[config.mk]
export PLATFORM = sky130hd
export DESIGN_NAME = clk_freq_mon
export DESIGN_NICKNAME = d
export VERILOG_FILES = /design/src/rtl/clk_freq_mon.sv
export SDC_FILE = /design/constraint.sdc
export NUM_CORES = 1
export LEC_CHECK = 0
export BUFFER_PORTS_ARGS = -buffer_cell sky130_fd_sc_hd__buf_2
export CAP_MARGIN = 20
export CELL_PAD_IN_SITES_DETAIL_PLACEMENT = 1
export CELL_PAD_IN_SITES_GLOBAL_PLACEMENT = 2
export CORE_ASPECT_RATIO = 0.5
export CORE_MARGIN = 1
export CORE_UTILIZATION = 37
export DETAILED_ROUTE_END_ITERATION = 12
export PLACE_DENSITY_LB_ADDON = 0.05
export SLEW_MARGIN = 20
export SYNTH_ARGS = -nofsm -noshare
export SYNTH_HDL_FRONTEND = slang
export SYNTH_SLANG_ARGS = --single-unit
[constraint.sdc]
create_clock -name mclk -period 3.6 [get_ports mclk]
set_clock_uncertainty 0.1 [all_clocks]
set_input_delay 0.9 -clock mclk [delete_from_list [all_inputs] [get_ports mclk]]
set_output_delay 0.9 -clock mclk [all_outputs]
set_load 0.005 [all_outputs]
[src/rtl/clk_freq_mon.sv]
// Reference-clock frequency monitor: counts mclk cycles over win+1 ref_clk periods and flags out-of-range or dead references.
// Optional glitch filter on the synchronized reference enabled by defining CLKMON_GLITCH_FILT_EN.
module clk_freq_mon #(
  parameter int CW       = 16,
  parameter int SYNC_STG = 2
) (
  input  logic          mclk,
  input  logic          srstz,
  input  logic          ref_clk,
  input  logic          en,
  input  logic [3:0]    win,
  input  logic [CW-1:0] lo_lim,
  input  logic [CW-1:0] hi_lim,
  input  logic          fault_clr,
  output logic [CW-1:0] cnt_out,
  output logic          cnt_vld,
  output logic          fault,
  output logic          busy
);

  typedef enum logic [1:0] {
    S_IDLE,
    S_ARM,
    S_MEAS,
    S_DONE
  } state_t;

  localparam logic [CW-1:0] CNT_ONE = CW'(1);

  state_t              state_q, state_d;
  logic [SYNC_STG-1:0] sync_q, sync_d;
  logic                prev_q, prev_d;
  logic [CW-1:0]       cnt_q, cnt_d;
  logic [3:0]          wcnt_q, wcnt_d;
  logic [CW-1:0]       cnt_out_q, cnt_out_d;
  logic                cnt_vld_q, cnt_vld_d;
  logic                fault_q, fault_d;

  logic                ref_s;
  logic                ref_lvl;
  logic                ref_rise;
  logic                cnt_sat;
  logic [CW-1:0]       cnt_inc;

  always_comb begin
    sync_d = {sync_q[SYNC_STG-2:0], ref_clk};
  end

  assign ref_s = sync_q[SYNC_STG-1];

`ifdef CLKMON_GLITCH_FILT_EN
  logic       filt_q, filt_d;
  logic [1:0] run_q, run_d;

  // Output flips on the third consecutive sample that disagrees with it.
  always_comb begin
    filt_d = filt_q;
    run_d  = '0;
    if (ref_s != filt_q) begin
      if (run_q == 2'd2) begin
        filt_d = ref_s;
      end else begin
        run_d = run_q + 2'd1;
      end
    end
  end

  always_ff @(posedge mclk or negedge srstz) begin
    if (!srstz) begin
      filt_q <= 1'b0;
      run_q  <= '0;
    end else begin
      filt_q <= filt_d;
      run_q  <= run_d;
    end
  end

  assign ref_lvl = filt_q;
`else
  assign ref_lvl = ref_s;
`endif

  always_comb begin
    prev_d = ref_lvl;
  end

  assign ref_rise = ref_lvl & ~prev_q;
  assign cnt_sat  = &cnt_q;
  assign cnt_inc  = cnt_sat ? cnt_q : cnt_q + CNT_ONE;

  always_comb begin
    state_d   = state_q;
    cnt_d     = cnt_q;
    wcnt_d    = wcnt_q;
    cnt_out_d = cnt_out_q;
    cnt_vld_d = 1'b0;
    fault_d   = fault_q & ~fault_clr;

    case (state_q)
      S_IDLE: begin
        cnt_d = '0;
        if (en) state_d = S_ARM;
      end

      // Counter also runs while waiting so a dead reference is still caught.
      S_ARM: begin
        if (!en) begin
          state_d = S_IDLE;
          cnt_d   = '0;
        end else if (ref_rise) begin
          state_d = S_MEAS;
          cnt_d   = '0;
          wcnt_d  = win;
        end else if (cnt_sat) begin
          state_d = S_DONE;
        end else begin
          cnt_d = cnt_inc;
        end
      end

      S_MEAS: begin
        if (!en) begin
          state_d = S_IDLE;
          cnt_d   = '0;
        end else begin
          cnt_d = cnt_inc;
          if ((ref_rise && (wcnt_q == 4'd0)) || cnt_sat) begin
            state_d = S_DONE;
          end else if (ref_rise) begin
            wcnt_d = wcnt_q - 4'd1;
          end
        end
      end

      // The DONE cycle is already the first cycle of the next window, hence restart at 1.
      S_DONE: begin
        cnt_out_d = cnt_q;
        cnt_vld_d = 1'b1;
        if ((cnt_q < lo_lim) || (cnt_q > hi_lim) || cnt_sat) fault_d = 1'b1;
        if (!en) begin
          state_d = S_IDLE;
          cnt_d   = '0;
        end else if (cnt_sat) begin
          state_d = S_ARM;
          cnt_d   = '0;
        end else begin
          state_d = S_MEAS;
          cnt_d   = CNT_ONE;
          wcnt_d  = win;
        end
      end

      default: begin
        state_d = S_IDLE;
        cnt_d   = '0;
      end
    endcase
  end

  always_ff @(posedge mclk or negedge srstz) begin
    if (!srstz) begin
      state_q   <= S_IDLE;
      sync_q    <= '0;
      prev_q    <= 1'b0;
      cnt_q     <= '0;
      wcnt_q    <= '0;
      cnt_out_q <= '0;
      cnt_vld_q <= 1'b0;
      fault_q   <= 1'b0;
    end else begin
      state_q   <= state_d;
      sync_q    <= sync_d;
      prev_q    <= prev_d;
      cnt_q     <= cnt_d;
      wcnt_q    <= wcnt_d;
      cnt_out_q <= cnt_out_d;
      cnt_vld_q <= cnt_vld_d;
      fault_q   <= fault_d;
    end
  end

  assign cnt_out = cnt_out_q;
  assign cnt_vld = cnt_vld_q;
  assign fault   = fault_q;
  assign busy    = (state_q == S_ARM) || (state_q == S_MEAS);

endmodule

==> flow_metrics.tcl, run 1 <==
set metrics [dict create \
    ctsLongestPathBuffers 2 \
    status "finished, final reports clean" \
    route.antenna.remaining_nets 0 \
    min_path_type "reg -> reg" \
    max_freq_ghz 0.407 \
    relSlewSlack_pct 55.1 \
    grt_antenna_before_repair 0 \
    ys_warn_count 0 \
    syn_area_sq_mm 0.00296 \
    final_cell_mix "buf_2 (58), dfrtp_1 (43), inv_1 (40), ha_1 (39), nand2_1 (24)" \
    cts_sinks 43 \
    cellPowerDensity_mw_per_mm2 449 \
    synthAdderAreaFrac_pct 16.5 \
    grt_use_total_pct 20.4 \
    start_kind "input pin" \
    regArea_sq_mm 0.00108 \
    ys_seq_elements 43 \
    power.static_leakage_uw 0.00191 \
    syn_nets 389 \
    globalplace.congestion 0.780 \
    ios 60 \
    drtIter0Drc 100 \
    area_delta_synth_final_pct 19.1 \
    reg2reg_from "cnt_q[0]$_DFFE_PN0P_" \
    cts_root_buf "clkbuf_16" \
    grt-ovfl-total 0 \
    vdd_drop_max_v 0.000305 \
    crit_path_start "hi_lim[15]" \
    post-route-period-util_pct 68.3 \
    cp_max_fo 3 \
    layout_commonest_cell "buf_2" \
    synthCells 309 \
    fin_nets 452 \
    synth-compound-area-share_pct 14.5 \
    rsz0062_at_grt "false" \
    synth_mux_area_share_pct 7.94 \
    die_area_sq_mm 0.00839 \
    drive_gt1_share_pct 24.7 \
    avgSynthCellArea_sq_um 9.59 \
    dp_hpwl_um 6090 \
    drv_slew 0 \
    grt_pass1_wl_um 13100 \
    dieWidth_um 129 \
    num_rows 22 \
    final-hold-violation-count 0 \
    min-delay-start "sync_q[0]$_DFF_PN0_" \
    total_power_uw 1590 \
    grt_max_degree 44 \
    synth_simple_gate_area_share_pct 16.6 \
    grt_pass1_vias 2642 \
    drc 0 \
    post-route-min-period_ps 2460 \
    end_kind "flop" \
    setup_violations 0 \
    ctsResizeCount 0 \
    dp.cells 472 \
    fin_cells 481 \
    cp.arrival_ps 2520 \
    required_ps 3670 \
    synth_seq_area_share_pct 36.3 \
    drv_cap 0 \
    hold_buffers 0 \
    holdWs_ps 249 \
    cts_tree "built" \
    cts_setup_buffers 0 \
    clk_pin_slew_ps 60 \
    clk_latency_ps 280 \
    numCtsBuffers 5 \
    port_buffers 59 \
    core_region_area_sq_mm 0.00754 \
    synth_xor_area_share_pct 1.77 \
    wl_per_cell_um 16.2 \
    fillers 907 \
    synth_top_family_by_area "simple AND/OR/NAND/NOR gates" \
    vias_per_cell 5.23 \
    tightest_slew_ps 667 \
    die_h_um 65.3 \
    dr.pass1.iters 4 \
    diodes 0 \
    worstSetupPathType "in -> reg" \
    vias 2517 \
    start_util_pct 39.3 \
    rrSetupSlack_ps 1150 \
    setup_tns_ps 0 \
    wirelength_um 7780 \
    synthDistinctLibCells 50 \
    htree_levels 2 \
    multi_input_area_sq_mm 0.00170 \
]
critical path, cell delays in order:
cell,delay (ps)
buf_2,80
inv_1,30
ha_1,300
nand4_1,130
or4_1,520
o21ai_0,170
nand2b_1,80
a221o_1,310
cell usage after synthesis (all sizes together):
library cell / number / area (sq um)
a2111oi: 2 / 17.5
a211o: 2 / 17.5
a211oi: 2 / 15.0
a21o: 6 / 45.0
a21oi: 19 / 95.1
a221o: 2 / 20.0
a22oi: 1 / 7.51
a2bb2oi: 1 / 26.3
a311oi: 1 / 8.76
a31o: 1 / 8.76
a31oi: 2 / 12.5
a41o: 1 / 10.0
and3: 4 / 25.0
buf: 5 / 30.0
clkbuf: 2 / 8.75
dfrtp: 43 / 1080
ha: 39 / 488
inv: 40 / 150
mux2: 17 / 195
mux2i: 4 / 40.0
nand2: 24 / 90.1
nand2b: 4 / 25.0
nand3: 11 / 55.1
nand3b: 1 / 7.51
nand4: 11 / 83.8
nor2: 15 / 56.3
nor2b: 3 / 18.8
nor3: 6 / 30.0
nor3b: 1 / 7.51
nor4: 2 / 27.5
nor4b: 1 / 8.76
nor4bb: 1 / 10.0
o2111ai: 1 / 8.76
o211ai: 3 / 22.5
o21a: 3 / 22.5
o21ai: 11 / 55.1
o221a: 1 / 11.3
o221ai: 1 / 8.76
o31ai: 1 / 7.51
o41ai: 1 / 8.76
or3: 4 / 25.0
or4: 3 / 22.5
xnor2: 5 / 43.8
xor2: 1 / 8.76
state kept, by name (all words and copies together) (netlist names):
register / cells
cnt_out: 16
cnt_q: 16
wcnt_q: 4
state_q: 2
sync_q: 2
cnt_vld: 1
fault: 1
prev_q: 1
where the power goes:
part	internal [uW]	leakage (uW)	total [uW]	switching, uW
Sequential	540	0.000580	589	49.0
Clock	256	0.0000669	443	187
Combinational	245	0.00127	553	308
Total	1040	0.00191	1590	544
per-layer routing:
layer | global-route usage [%] | vias to the layer above | routed length, um
met1 | 28.2 | 1235 | 3930
li1 | - | 1227 | -
met4 | 4.56 | 0 | 35
met5 | 0 | - | 0
met2 | 33.3 | 51 | 3500
met3 | 3.75 | 4 | 322
through the flow:
step / util (%) / area (sq um) / worst slack [ps]
2_1_floorplan: - / 2960 / 1070
5_1_grt: 46.8 / 3530 / 972
3_5_place_dp: 44.8 / 3380 / 869
3_3_place_gp: 44.8 / 3380 / 913
4_1_cts: 46.6 / 3520 / 907
6_report: 46.8 / 3530 / 1140
area by class of cell:
cell class | instances | share of cell area (%)
inverters | 40 | 4.26
well taps | 108 | 3.83
clock buffers | 6 | 3.65
clock inverters | 2 | 0.355
multi-input cells | 219 | 48.1
flip-flops and latches | 43 | 30.5
repair buffers | 63 | 9.29
path summary, 6_finish.rpt:
| kind | cells past startpoint | to |
|---|---|---|
| max | 8 | fault$_DFF_PN0_ |
| min | 0 | sync_q[1]$_DFF_PN0_ |
| max reg2reg | 5 | state_q[1]$_DFFE_PN0P_ |
| min reg2reg | 0 | sync_q[1]$_DFF_PN0_ |
| max in group asynchronous | 1 | cnt_out[4]$_DFFE_PN0P_ |
| min in group asynchronous | 1 | wcnt_q[1]$_DFFE_PN0P_ |
cell families (layout without fill, tap and decap cells):
group | Yosys count | in the layout
xor gates and xnor gates | 6 | 6
muxes | 21 | 21
DFF | 43 | 43
adders and majority gates | 39 | 39
and+or+nand+nor | 91 | 91
buffers and inverters | 47 | 111
AOI/OAI and AO/OA | 62 | 62
No activity file was read; power rests on OpenSTA's default activity.
==> run 2: changes to the inputs <==
--- a/config.mk
+++ b/config.mk
@@ -11,7 +11,7 @@
 export CELL_PAD_IN_SITES_GLOBAL_PLACEMENT = 2
 export CORE_ASPECT_RATIO = 0.5
 export CORE_MARGIN = 1
-export CORE_UTILIZATION = 37
+export CORE_UTILIZATION = 34
 export DETAILED_ROUTE_END_ITERATION = 12
 export PLACE_DENSITY_LB_ADDON = 0.05
 export SLEW_MARGIN = 20
==> constraint.sdc (replaced) <==
create_clock -name mclk -period 2.49 [get_ports mclk]
set_clock_uncertainty 0.1 [all_clocks]
set_input_delay 0.6225 -clock mclk [delete_from_list [all_inputs] [get_ports mclk]]
set_output_delay 0.6225 -clock mclk [all_outputs]
set_load 0.005 [all_outputs]
==> run 2 against run 1 <==
Effect of this change: sequential power is 43% higher; design area grew 4.5%; critical path depth shrank 2; critical endpoint unchanged.
==> flow_metrics.tcl, run 2 (same netlist as run 1, synthesis figures left out) <==
set metrics [dict create \
    status "finished, final reports clean" \
    multi_input_area_sq_mm 0.00170 \
    post-route-min-period_ps 2320 \
    cts_root_buf "clkbuf_16" \
    post-route-period-util_pct 93.3 \
    grt_max_degree 44 \
    pwr-share-comb_pct 36.7 \
    final_area_sq_mm 0.00369 \
    hold_buffers 0 \
    relSlewSlack_pct 62.6 \
    layout_commonest_cell "buf_2" \
    vias 2583 \
    area_delta_synth_final_pct 24.5 \
    cp_max_fo 10 \
    dieWidth_um 134 \
    wirelength_um 8480 \
    max_freq_ghz 0.431 \
    final_cell_mix "buf_2 (59), dfrtp_1 (43), inv_1 (40), ha_1 (39), nand2_1 (24)" \
    end_kind "flop" \
    start_kind "flop" \
    htree_levels 2 \
    wl_per_cell_um 16.9 \
    cts_sinks 43 \
    power.static_leakage_uw 0.00202 \
    final-hold-violation-count 0 \
    grt-ovfl-total 0 \
    placed_area_sq_mm 0.00354 \
    reg2reg_from "cnt_q[13]$_DFFE_PN0P_" \
    clk_latency_ps 290 \
    fin_nets 471 \
    worstReg2RegEnd "fault$_DFF_PN0_" \
    clk_pin_slew_ps 60 \
    start_util_pct 36.0 \
    min_path_type "in -> async" \
    fillers 982 \
    pwr-share-clk_pct 27.8 \
    grt_pass1_wl_um 14100 \
    num_rows 23 \
    setup_violations 0 \
    required_ps 2560 \
    drv_cap 0 \
    cts_setup_buffers 0 \
    crit_path_start "cnt_q[13]$_DFFE_PN0P_" \
    regArea_sq_mm 0.00108 \
    diodes 0 \
    grt_use_total_pct 20.1 \
    drtIter0Drc 95 \
    drive_gt1_share_pct 28.4 \
    rrSetupSlack_ps 170 \
    reg2reg_depth 6 \
    ios 60 \
    die_area_sq_mm 0.00911 \
    cp.arrival_ps 2390 \
    tightest_slew_ps 554 \
    die_h_um 68.0 \
    dr.pass1.iters 5 \
    port_buffers 59 \
    drv_slew 0 \
    cts_tree "built" \
    core_region_area_sq_mm 0.00823 \
    cellPowerDensity_mw_per_mm2 643 \
    p_sw_uw 810 \
    ctsResizeCount 0 \
    rsz0062_at_grt "false" \
    grt_antenna_before_repair 0 \
    drc 0 \
    grt_pass1_vias 2778 \
    ctsLongestPathBuffers 2 \
    setup_tns_ps 0 \
    vdd_drop_max_v 0.000306 \
    route.antenna.remaining_nets 0 \
    dp_hpwl_um 6690 \
    switching_share_pct 34.1 \
    internal_power_uw 1560 \
    numCtsBuffers 5 \
    total_power_uw 2370 \
    p_seq_share_pct 35.6 \
    vias_per_cell 5.14 \
    globalplace.congestion 0.786 \
    worstSetupPathType "reg -> reg" \
]
-- run 2: routing by layer --
| layer | vias to the layer above | part of all wire [%] | global-route usage [%] |
|---|---|---|---|
| met5 | - | 0 | 0 |
| met1 | 1259 | 50 | 27.5 |
| met2 | 50 | 45 | 34.1 |
| met3 | 8 | 4.2 | 3.26 |
| met4 | 0 | 0.62 | 3.37 |
| li1 | 1266 | - | - |
-- run 2: worst max-delay path by stage --
stage	slack, ps	to	cells past startpoint
CTS	160	wcnt_q[0]$_DFFE_PN0P_	6
global placement	80	fault$_DFF_PN0_	8
finish	170	fault$_DFF_PN0_	6
floorplan	240	fault$_DFF_PN0_	7
global route	30	fault$_DFF_PN0_	6
detailed placement	30	fault$_DFF_PN0_	8
-- run 2: per-stage QoR --
step | worst slack [ps] | hold slack, ps | utilization [%] | std cells
global placement | 78.9 | 235 | 43.1 | 496
detailed placement | 30.4 | 236 | 43.1 | 496
finish | 167 | 208 | 44.8 | 503
floorplan | 241 | 227 | - | 309
global route | 33.4 | 226 | 44.8 | 503
CTS | 159 | 221 | 44.8 | 503
-- run 2: power by group through the flow --
| stage | Combinational, uW | Clock (uW) | Sequential, uW |
|---|---|---|---|
| 2_1_floorplan | 566 | 0 | 844 |
| 3_3_place_gp | 836 | 0 | 847 |
| 3_5_place_dp | 876 | 0 | 856 |
| 4_1_cts | 885 | 671 | 846 |
| 5_1_grt | 980 | 707 | 853 |
| 6_report | 870 | 658 | 844 |
-- run 2: worst max-delay path: stages (launching register included) --
cell and delay (ps):
dfrtp_1 540, ha_1 380, nand4_1 110, or4_1 510, o21ai_0 180, nand2b_1 80
a221o_1 310
-- run 2: layout make-up --
type                            count  share of cell area [%]
Multi-Input combinational cell    219                    46.0
Sequential cell                    43                    29.2
Timing Repair Buffer               82                    13.0
Inverter                           40                    4.07
Tap cell                          112                    3.80
Clock buffer                        6                    3.77
Clock inverter                      1                   0.136
==> run 3: changes to the inputs <==
--- a/config.mk
+++ b/config.mk
@@ -7,11 +7,9 @@
 export LEC_CHECK = 0
 export BUFFER_PORTS_ARGS = -buffer_cell sky130_fd_sc_hd__buf_2
 export CAP_MARGIN = 20
-export CELL_PAD_IN_SITES_DETAIL_PLACEMENT = 1
-export CELL_PAD_IN_SITES_GLOBAL_PLACEMENT = 2
 export CORE_ASPECT_RATIO = 0.5
 export CORE_MARGIN = 1
-export CORE_UTILIZATION = 34
+export CORE_UTILIZATION = 55
 export DETAILED_ROUTE_END_ITERATION = 12
 export PLACE_DENSITY_LB_ADDON = 0.05
 export SLEW_MARGIN = 20
==> run 3 against run 2 <==
Effect of this change: clock power down 36%; setup slack worse by 12 ps; die area down 37%; via count down 2.1%; worst hold slack better by 46 ps; global-route usage up 4.7 points; flip-flop and latch count unchanged; first-iteration DRC count up 71%; final cell count down 9.1%; highest routed layer unchanged.
==> flow_metrics.tcl, run 3 (same netlist as run 1, synthesis figures left out) <==
set metrics [dict create \
    fin_cells 457 \
    cts_setup_buffers 0 \
    pwr-share-comb_pct 39.3 \
    grt_use_total_pct 24.7 \
    regArea_sq_mm 0.00108 \
    setup_violations 0 \
    cts_sinks 43 \
    p_sw_uw 725 \
    vias_per_cell 5.53 \
    internal_power_uw 1350 \
    ctsLongestPathBuffers 2 \
    port_buffers 59 \
    max_freq_ghz 0.428 \
    fin_nets 466 \
    setup_tns_ps 0 \
    globalplace.congestion 0.848 \
    min_path_type "reg -> reg" \
    multi_input_area_sq_mm 0.00170 \
    htree_levels 2 \
    worstReg2RegEnd "state_q[1]$_DFFE_PN0P_" \
    ios 60 \
    dp_hpwl_um 5210 \
    die_h_um 53.9 \
    cp_max_fo 10 \
    grt_pass1_vias 2310 \
    grt_pass1_wl_um 10800 \
    final_cell_mix "buf_2 (59), dfrtp_1 (43), inv_1 (40), ha_1 (39), nand2_1 (24)" \
    pwr-share-clk_pct 20.4 \
    core_region_area_sq_mm 0.00504 \
    dieWidth_um 106 \
    worstSetupPathType "reg -> reg" \
    post-route-min-period_ps 2330 \
    hold_buffers 0 \
    drv_cap 0 \
    post-route-period-util_pct 93.8 \
    die_area_sq_mm 0.00570 \
    final-hold-violation-count 0 \
    power.static_leakage_uw 0.00196 \
    required_ps 2570 \
    wirelength_um 6560 \
    fillers 422 \
    rrSetupSlack_ps 160 \
    rsz0062_at_grt "false" \
    reg2reg_from "cnt_q[13]$_DFFE_PN0P_" \
    hold_end "sync_q[1]$_DFF_PN0_" \
    clk_pin_slew_ps 80 \
    drv_slew 0 \
    drtIter0Drc 162 \
    cp.arrival_ps 2420 \
    area_delta_synth_final_pct 18.9 \
    end_kind "flop" \
    dp.cells 449 \
    clk_latency_ps 290 \
    final_util_pct 69.8 \
    diodes 0 \
    cts_root_buf "clkbuf_8" \
    whs_path_depth 0 \
    num_rows 18 \
    min-delay-start "sync_q[0]$_DFF_PN0_" \
    start_kind "flop" \
    wl_per_cell_um 14.3 \
    switching_share_pct 35.0 \
    p_seq_share_pct 40.3 \
    layout_commonest_cell "buf_2" \
    cellPowerDensity_mw_per_mm2 588 \
    grt_antenna_before_repair 0 \
    ctsResizeCount 0 \
    drive_gt1_share_pct 27.1 \
    route.antenna.remaining_nets 0 \
    vias 2528 \
    tightest_slew_ps 617 \
    grt_max_degree 44 \
    cts_tree "built" \
    grt-ovfl-total 0 \
    start_util_pct 58.7 \
    reg2reg_depth 4 \
    vdd_drop_max_v 0.000533 \
    numCtsBuffers 5 \
    relSlewSlack_pct 58.5 \
    drc 0 \
    status "finished, final reports clean" \
    dr.pass1.iters 4 \
]
## run 3: changes by cell type in the layout (fill, tap and decap cells not counted), sizes merged
cell    change
clkbuf      +1
buf         -5
## run 3: power by group through the flow
stage          Clock (uW)  Sequential, uW  Combinational [uW]
2_1_floorplan           0             844                 566
3_3_place_gp            0             844                 784
3_5_place_dp            0             848                 814
4_1_cts               436             835                 817
5_1_grt               453             845                 920
6_report              422             835                 813
## run 3: routing by layer
| layer | wire length [um] | share of wire (%) | track usage (%) |
|---|---|---|---|
| met2 | 2850 | 43 | 41.1 |
| met3 | 442 | 6.7 | 3.75 |
| met1 | 3220 | 49 | 35.0 |
| met4 | 40 | 0.61 | 5.09 |
| met5 | 0 | 0 | 0 |
## run 3: worst max path at each step
| stage | startpoint | endpoint | slack [ps] |
|---|---|---|---|
| after floorplan | hi_lim[15] | fault$_DFF_PN0_ | 240 |
| after global placement | hi_lim[15] | fault$_DFF_PN0_ | 100 |
| after detailed placement | hi_lim[15] | fault$_DFF_PN0_ | 20 |
| after CTS | cnt_q[13]$_DFFE_PN0P_ | state_q[1]$_DFFE_PN0P_ | 180 |
| after global routing | cnt_q[13]$_DFFE_PN0P_ | state_q[1]$_DFFE_PN0P_ | 80 |
| final | cnt_q[13]$_DFFE_PN0P_ | state_q[1]$_DFFE_PN0P_ | 160 |
## run 3: worst max-delay path: stages (launching register included)
cell and delay [ps]:
dfrtp_1 570, nand4_1 280, or4_1 730, a2bb2oi_4 240, mux2_4 310
## run 3: cell type report
cell class,instances,share of cell area [%]
Inverter,40,4.26
Sequential cell,43,30.5
Clock inverter,1,0.142
Tap cell,70,2.49
Clock buffer,7,2.17
Multi-Input combinational cell,219,48.2
Timing Repair Buffer,77,12.2
## run 3: per-stage QoR
step / setup WS [ps] / hold slack (ps) / power (uW) / area [sq um]
3_3_place_gp: 97.3 / 233 / 1630 / 3440
6_report: 155 / 254 / 2070 / 3520
5_1_grt: 79.4 / 276 / 2220 / 3520
2_1_floorplan: 241 / 227 / 1410 / 2960
4_1_cts: 179 / 254 / 2090 / 3520
3_5_place_dp: 24.9 / 236 / 1660 / 3440
